===== src/rtl/l1_mem_arbiter.sv =====
// Round-robin arbiter that shares one downstream line port between the L1 I-cache and D-cache.
// The grant starts 1 cycle after the request, the response passes through in the same cycle, and one RELEASE cycle follows; the losing requester simply waits.
module l1_mem_arbiter (
  input  logic         clk,
  input  logic         reset_n,
  input  logic         i_mem_read,
  input  logic [15:0]  i_mem_address,
  output logic [127:0] i_mem_rdata,
  output logic         i_mem_resp,
  input  logic         d_mem_read,
  input  logic         d_mem_write,
  input  logic         d_eviction,
  input  logic [15:0]  d_mem_address,
  input  logic [127:0] d_mem_wdata,
  output logic [127:0] d_mem_rdata,
  output logic         d_mem_resp,
  output logic         l_mem_read,
  output logic         l_mem_write,
  output logic         l_eviction,
  output logic [15:0]  l_mem_address,
  output logic [127:0] l_mem_wdata,
  input  logic [127:0] l_mem_rdata,
  input  logic         l_mem_resp
);

  typedef enum logic [1:0] {IDLE, GRANT_I, GRANT_D, RELEASE} state_t;

  state_t       r_state;
  state_t       w_next;
  logic         r_last_d;
  logic         r_read;
  logic         r_write;
  logic         r_evict;
  logic [15:0]  r_addr;
  logic [127:0] r_wdata;
  logic         w_req_i;
  logic         w_req_d;
  logic         w_pick_i;
  logic         w_pick_d;

  assign w_req_i  = i_mem_read;
  assign w_req_d  = d_mem_read | d_mem_write;
  // D takes the port unless I is also asking and D was the last one served
  assign w_pick_d = w_req_d & ~(w_req_i & r_last_d);
  assign w_pick_i = w_req_i & ~w_pick_d;

  always_ff @(posedge clk or negedge reset_n) begin
    if (!reset_n) begin
      r_state <= IDLE;
    end else begin
      r_state <= w_next;
    end
  end

  always_ff @(posedge clk or negedge reset_n) begin
    if (!reset_n) begin
      r_last_d <= 1'b0;
      r_read   <= 1'b0;
      r_write  <= 1'b0;
      r_evict  <= 1'b0;
      r_addr   <= '0;
      r_wdata  <= '0;
    end else if (r_state == IDLE) begin
      if (w_pick_d) begin
        r_last_d <= 1'b1;
        r_write  <= d_mem_write;
        r_read   <= d_mem_read & ~d_mem_write;
        r_evict  <= d_eviction & d_mem_write;
        r_addr   <= d_mem_address;
        r_wdata  <= d_mem_wdata;
      end else if (w_pick_i) begin
        r_last_d <= 1'b0;
        r_read   <= 1'b1;
        r_write  <= 1'b0;
        r_evict  <= 1'b0;
        r_addr   <= i_mem_address;
      end
    end
  end

  always_comb begin
    w_next      = r_state;
    l_mem_read  = 1'b0;
    l_mem_write = 1'b0;
    l_eviction  = 1'b0;
    i_mem_resp  = 1'b0;
    d_mem_resp  = 1'b0;
    i_mem_rdata = '0;
    d_mem_rdata = '0;
    case (r_state)
      IDLE: begin
        if (w_pick_d) begin
          w_next = GRANT_D;
        end else if (w_pick_i) begin
          w_next = GRANT_I;
        end
      end
      GRANT_I, GRANT_D: begin
        l_mem_read  = r_read;
        l_mem_write = r_write;
        l_eviction  = r_evict;
        if (l_mem_resp) begin
          w_next = RELEASE;
        end
      end
      RELEASE: w_next = IDLE;
      default: w_next = IDLE;
    endcase
    if (r_state == GRANT_I) begin
      i_mem_resp  = l_mem_resp;
      i_mem_rdata = l_mem_rdata;
    end
    if (r_state == GRANT_D) begin
      d_mem_resp  = l_mem_resp;
      d_mem_rdata = l_mem_rdata;
    end
  end

  assign l_mem_address = r_addr;
  assign l_mem_wdata   = r_wdata;

endmodule


===== config.mk =====
export PLATFORM = sky130hd
export DESIGN_NAME = l1_mem_arbiter
export DESIGN_NICKNAME = d
export VERILOG_FILES = /design/src/rtl/l1_mem_arbiter.sv
export SDC_FILE = /design/constraint.sdc
export NUM_CORES = 1
export LEC_CHECK = 0
export ABC_AREA = 1
export BUFFER_PORTS_ARGS = -buffer_cell sky130_fd_sc_hd__buf_4
export CAP_MARGIN = 10
export CORE_AREA = 5 5 273 275
export DETAILED_ROUTE_END_ITERATION = 12
export DIE_AREA = 0 0 278 280
export PLACE_DENSITY_LB_ADDON = 0.3
export SETUP_SLACK_MARGIN = 0.3
export SLEW_MARGIN = 30
export SYNTH_ARGS = -nofsm -noshare
export SYNTH_HDL_FRONTEND = slang
export SYNTH_SLANG_ARGS = --single-unit

===== constraint.sdc =====
create_clock -name clk -period 2.2 [get_ports clk]
set_input_delay 0.22 -clock clk [delete_from_list [all_inputs] [get_ports clk]]
set_output_delay 0.22 -clock clk [all_outputs]
set_load 0.05 [all_outputs]

== Yosys cells after proc, flatten, opt, wreduce, memory -nomap -nowiden ==
Cells that the tools add are included.

* Equality and inequality tests: 5
* Multiplexer cells: 19
* Reduce and logical (&&, ||, !) cells: 6
* Bitwise operators: 9

{| class="wikitable"
|+ Operator list
! cell !! number
|-
| 128-bit 2-to-1 mux || 2
|-
| 16-bit 2-to-1 mux || 2
|-
| 1-bit 2-to-1 mux || 11
|-
| 2-bit 2-to-1 mux || 3
|-
| 2-bit one-hot mux with 3 select lines || 1
|-
| 2-bit AND reduction || 3
|-
| 1-bit bitwise AND || 5
|-
| 2-bit equality test (second input constant) || 2
|-
| 3-bit != test (second input constant) || 1
|-
| 1-bit inverter || 3
|-
| 2-bit by 1-bit equality test with 1-bit output (second input constant) || 1
|-
| 2-bit logical NOT || 1
|-
| 2-bit != test (second input constant) || 1
|-
| 2-bit nonzero test || 1
|-
| 2-bit OR reduction || 1
|-
| 1-bit OR || 1
|}

* Output and inout port bits: 405
* Input port bits: 295
* Logic and storage cells: 46
* Register bits after elaboration: 150

== Longest topological paths before layout ==
* Word-level depth: 8
* Depth in mapped cells: 9

== Worst setup path after synthesis ==
Ideal clock, no wire load.

* Path kind: reg-to-output
* Start: register r_state[0]
* End: output port d_mem_rdata[119]
* Stages on the path, launching flop included: 7
* Required time: 1.980 ns
* Arrival time: 1.589 ns
* Slack: 0.391 ns
* Cells stage by stage: dfrtp_1 > inv_1 > ha_1 > clkbuf_1 > buf_1 > nand2_1 > inv_1

* Cells in the longest elaborated chain, start to end: 2

{| class="wikitable"
|+ RTL lines
! what !! RTL line !! RTL
|-
| from (decl) || 28 || <nowiki>state_t r_state;</nowiki>
|-
| from (signal assigned) || 51 || <nowiki>r_state <= w_next;</nowiki>
|-
| 2-bit equality test || 113 || <nowiki>if (r_state == GRANT_D) begin</nowiki>
|-
| 128-bit 2-to-1 mux || 113 ||
|-
| to (decl) || 15 || <nowiki>output logic [127:0] d_mem_rdata,</nowiki>
|}

No other way between the ends.

== Final worst setup path ==
* Start: register r_state[0]
* End: output port i_mem_rdata[94]

* Cells in the longest elaborated chain, start to end: 2

{| class="wikitable"
|+ RTL lines
! what !! RTL line !! RTL
|-
| 2-bit by 1-bit equality test with 1-bit output || 109 || <nowiki>if (r_state == GRANT_I) begin</nowiki>
|-
| 128-bit 2-to-1 mux || 109 ||
|-
| to (decl) || 8 || <nowiki>output logic [127:0] i_mem_rdata,</nowiki>
|}

No other way between the ends.

==> impl_metrics.json <==
{
  "period_share_pct": 94.7,
  "ff2ff_setup_slack_ns": 0.38,
  "ctsRootBufferMaster": "sky130_fd_sc_hd__clkbuf_16",
  "cp_slowest_stage_delay_ns": 0.43,
  "routed-via-count": 11000,
  "power-per-cell-area_mw_per_mm2": 1640,
  "nFillCells": 7678,
  "detailedPlacementHpwl_um": 43900,
  "timing.critical_path.to_type": "output pin",
  "h-tree-depth": 4,
  "die_width_um": 278,
  "pin_count": 700,
  "ant_nets": 0,
  "cts_tree": "done",
  "worstSetupStartpointType": "register",
  "final.setup.tns_ns": 0,
  "core_area_mm2": 0.0721,
  "timing_max_transition_violations_final": 0,
  "netlist_area_mm2": 0.00808,
  "timing_worst_setup_path_type": "reg -> out",
  "area_delta_synth_final_pct": 151,
  "worst-endpoint-required_ns": 1.98,
  "cellLeakagePower_nw": 12.1,
  "max-clock-path-buffers": 2,
  "fin_nets": 2431,
  "die_area_mm2": 0.0778,
  "post-route-min-period_ns": 2.08,
  "timing.critical_path.slowest_stage_cell": "sky130_fd_sc_hd__dfrtp_1",
  "detail_route.vias_per_cell": 3.53,
  "synth_cells": 1261,
  "buffer_ports.inserted": 699,
  "postSynthNetCount": 1560,
  "max_cap_viol_count": 0,
  "post-route-drc-count": 0,
  "slew_headroom_pct": 57.7,
  "worstSkewPairLatency_ns": 0.45,
  "grt_max_degree": 77,
  "die-height_um": 280,
  "vias_in_the_first_global_route": 10800,
  "outcome": "complete, no violations",
  "num_rows": 99,
  "clkSlewWorstSetupHoldPaths_ns": 0.07,
  "groute.usage.overall_pct": 13.1,
  "synth_seq_cells": 150,
  "grt_overflow_total": 0,
  "post_drt_wl_per_cell_um": 18.9,
  "timing.hold.ws_ns": 0.0524,
  "crit_top_cell": "sky130_fd_sc_hd__buf_12",
  "rsz0062_at_grt": "true",
  "antenna_found_initial": 22,
  "cts_buffers": 17,
  "critical_path_peak_fanout": 8,
  "clock_skew_ns": 0.0189,
  "drt-total-wl_um": 58800,
  "synth_cell_types": 17,
  "hold_violations": 0,
  "placedInstanceArea_mm2": 0.0147,
  "ir_drop_v": 0.000886,
  "worstPathArrival_ns": 1.86,
  "numClockSinks": 150,
  "fmax_mhz": 480,
  "yosysSeqAreaShare_pct": 46.5,
  "tightestPinTransition_ns": 0.635,
  "iteration_count_of_the_initial_detailed_routing_pass": 5,
  "fraction_of_final_layout_cells_sized_beyond_drive_strength_1_pct": 52.5,
  "first_iter_violations": 370,
  "grt_first_pass_wirelength_um": 75100,
  "final_design_area_no_fill_mm2": 0.0203,
  "worstPathCellList": "ha_4, buf_12, buf_6, buf_12, buf_16, nand2_4, inv_4, buf_12",
  "min-delay-path-class": "in -> reg",
  "synth_warnings": 0,
  "report.power.total_w": 0.0334,
  "routabilityCongestion": 0.882,
  "syn-mean-instance-area_um2": 6.40,
  "initial_core_utilization_pct": 11.2,
  "setup_viol": 0
}
[stage by stage]
stage                     cells  setup WS (ns)  util [%]
after floorplan            1261          0.391         -
after global placement     2896          0.344      20.3
after detailed placement   2896          0.318      20.3
after CTS                  3075         0.0699      24.1
after global routing       3109        0.00803      28.2
final                      3110          0.116      28.2
[worst max-delay path: cells and delay by family (launching register included)]
family	cells	cell delay [ns]
flip-flops	1	0.43
buffers and inverters	6	0.66
adder cells (fa/ha/maj)	1	0.20
AND/OR/NAND/NOR	1	0.09
[where the power goes]
part           internal (W)  switching, W
combinational       0.00895        0.0164
sequential          0.00412      0.000798
clock               0.00193       0.00121
total                0.0150        0.0184
[worst paths after layout]
kind,from,end,cells after the start
max in group asynchronous,reset_n,l_mem_wdata[33],3
min in group asynchronous,reset_n,l_mem_wdata[88],2
min reg2reg,l_mem_wdata[112],l_mem_wdata[112],2
min,d_mem_wdata[78],l_mem_wdata[78],3
max,r_state[0],i_mem_rdata[94],8
max reg2reg,r_state[0],l_mem_wdata[60],10
[cell usage in the layout, fill, tap and decap left out, types with 2 or more instances in the layout]
cell type,instances
sky130_fd_sc_hd__nand2_1,598
sky130_fd_sc_hd__buf_4,464
sky130_fd_sc_hd__dfrtp_1,150
sky130_fd_sc_hd__buf_8,148
sky130_fd_sc_hd__inv_2,145
sky130_fd_sc_hd__dlygate4sd3_1,128
sky130_fd_sc_hd__nand2_4,125
sky130_fd_sc_hd__buf_6,118
sky130_fd_sc_hd__inv_1,114
sky130_fd_sc_hd__clkbuf_16,37
sky130_fd_sc_hd__buf_12,27
sky130_fd_sc_hd__nand2_2,24
sky130_fd_sc_hd__nand3_1,19
sky130_fd_sc_hd__inv_4,11
sky130_fd_sc_hd__buf_16,10
sky130_fd_sc_hd__diode_2,7
sky130_fd_sc_hd__clkbuf_1,6
sky130_fd_sc_hd__bufinv_16,4
sky130_fd_sc_hd__ha_4,3
sky130_fd_sc_hd__inv_6,2
sky130_fd_sc_hd__o21ai_0,2
[area by class of cell]
cell class / instances / area [µm²] / area share (%)
multi-input combinational: 777 / 4040 / 19.9
clock buffer: 24 / 462 / 2.27
clock inverter: 7 / 145 / 0.715
sequential: 150 / 3750 / 18.5
tap: 959 / 1200 / 5.91
antenna: 7 / 17.5 / 0.0863
timing repair buffer: 915 / 9630 / 47.4
inverter: 271 / 1050 / 5.17
[cells by family (layout without fill, tap and decap cells)]
| group | Yosys count | count (layout) | share of synthesized area (%) |
|---|---|---|---|
| DFF | 150 | 150 | 46.5 |
| other | 0 | 7 | 0 |
| and+or+nand+nor | 768 | 768 | 36.1 |
| AOI/OAI and AO/OA | 5 | 5 | 0.496 |
| adders and majority gates | 4 | 4 | 0.620 |
| buffers and inverters | 334 | 1217 | 16.3 |
[per-layer routing]
| layer | wire length [µm] | GRT usage, % |
|---|---|---|
| met4 | 1560 | 4.13 |
| met3 | 4030 | 4.37 |
| met2 | 32100 | 24.8 |
| met5 | 31 | 0 |
| met1 | 21100 | 13.8 |
[repair_timing]
action / in CTS / in global routing
setup endpoints to repair: 263 / 383
resized for setup: 150 / 764
hold endpoints to repair: 175 / 0
setup buffers: 15 / 4
gates cloned: 5 / 24
hold buffers: 128 / 0
pin swaps: 1 / 123
[Yosys cell counts (all sizes together)]
cell    count  area share [%]
a21oi       1            0.11
buf        36             2.4
clkbuf     27             1.3
dfrtp     150              46
ha          4            0.62
inv       271              13
nand2     747              35
nand3      19             1.2
nor2        2            0.19
o21ai       4            0.39
[registers in the layout (all words and copies together) (netlist names)]
name           count
r_state            2
l_mem_wdata      128
l_mem_address     16
r_evict            1
r_write            1
r_last_d           1
r_read             1
Power figures use the tool's default switching activity.
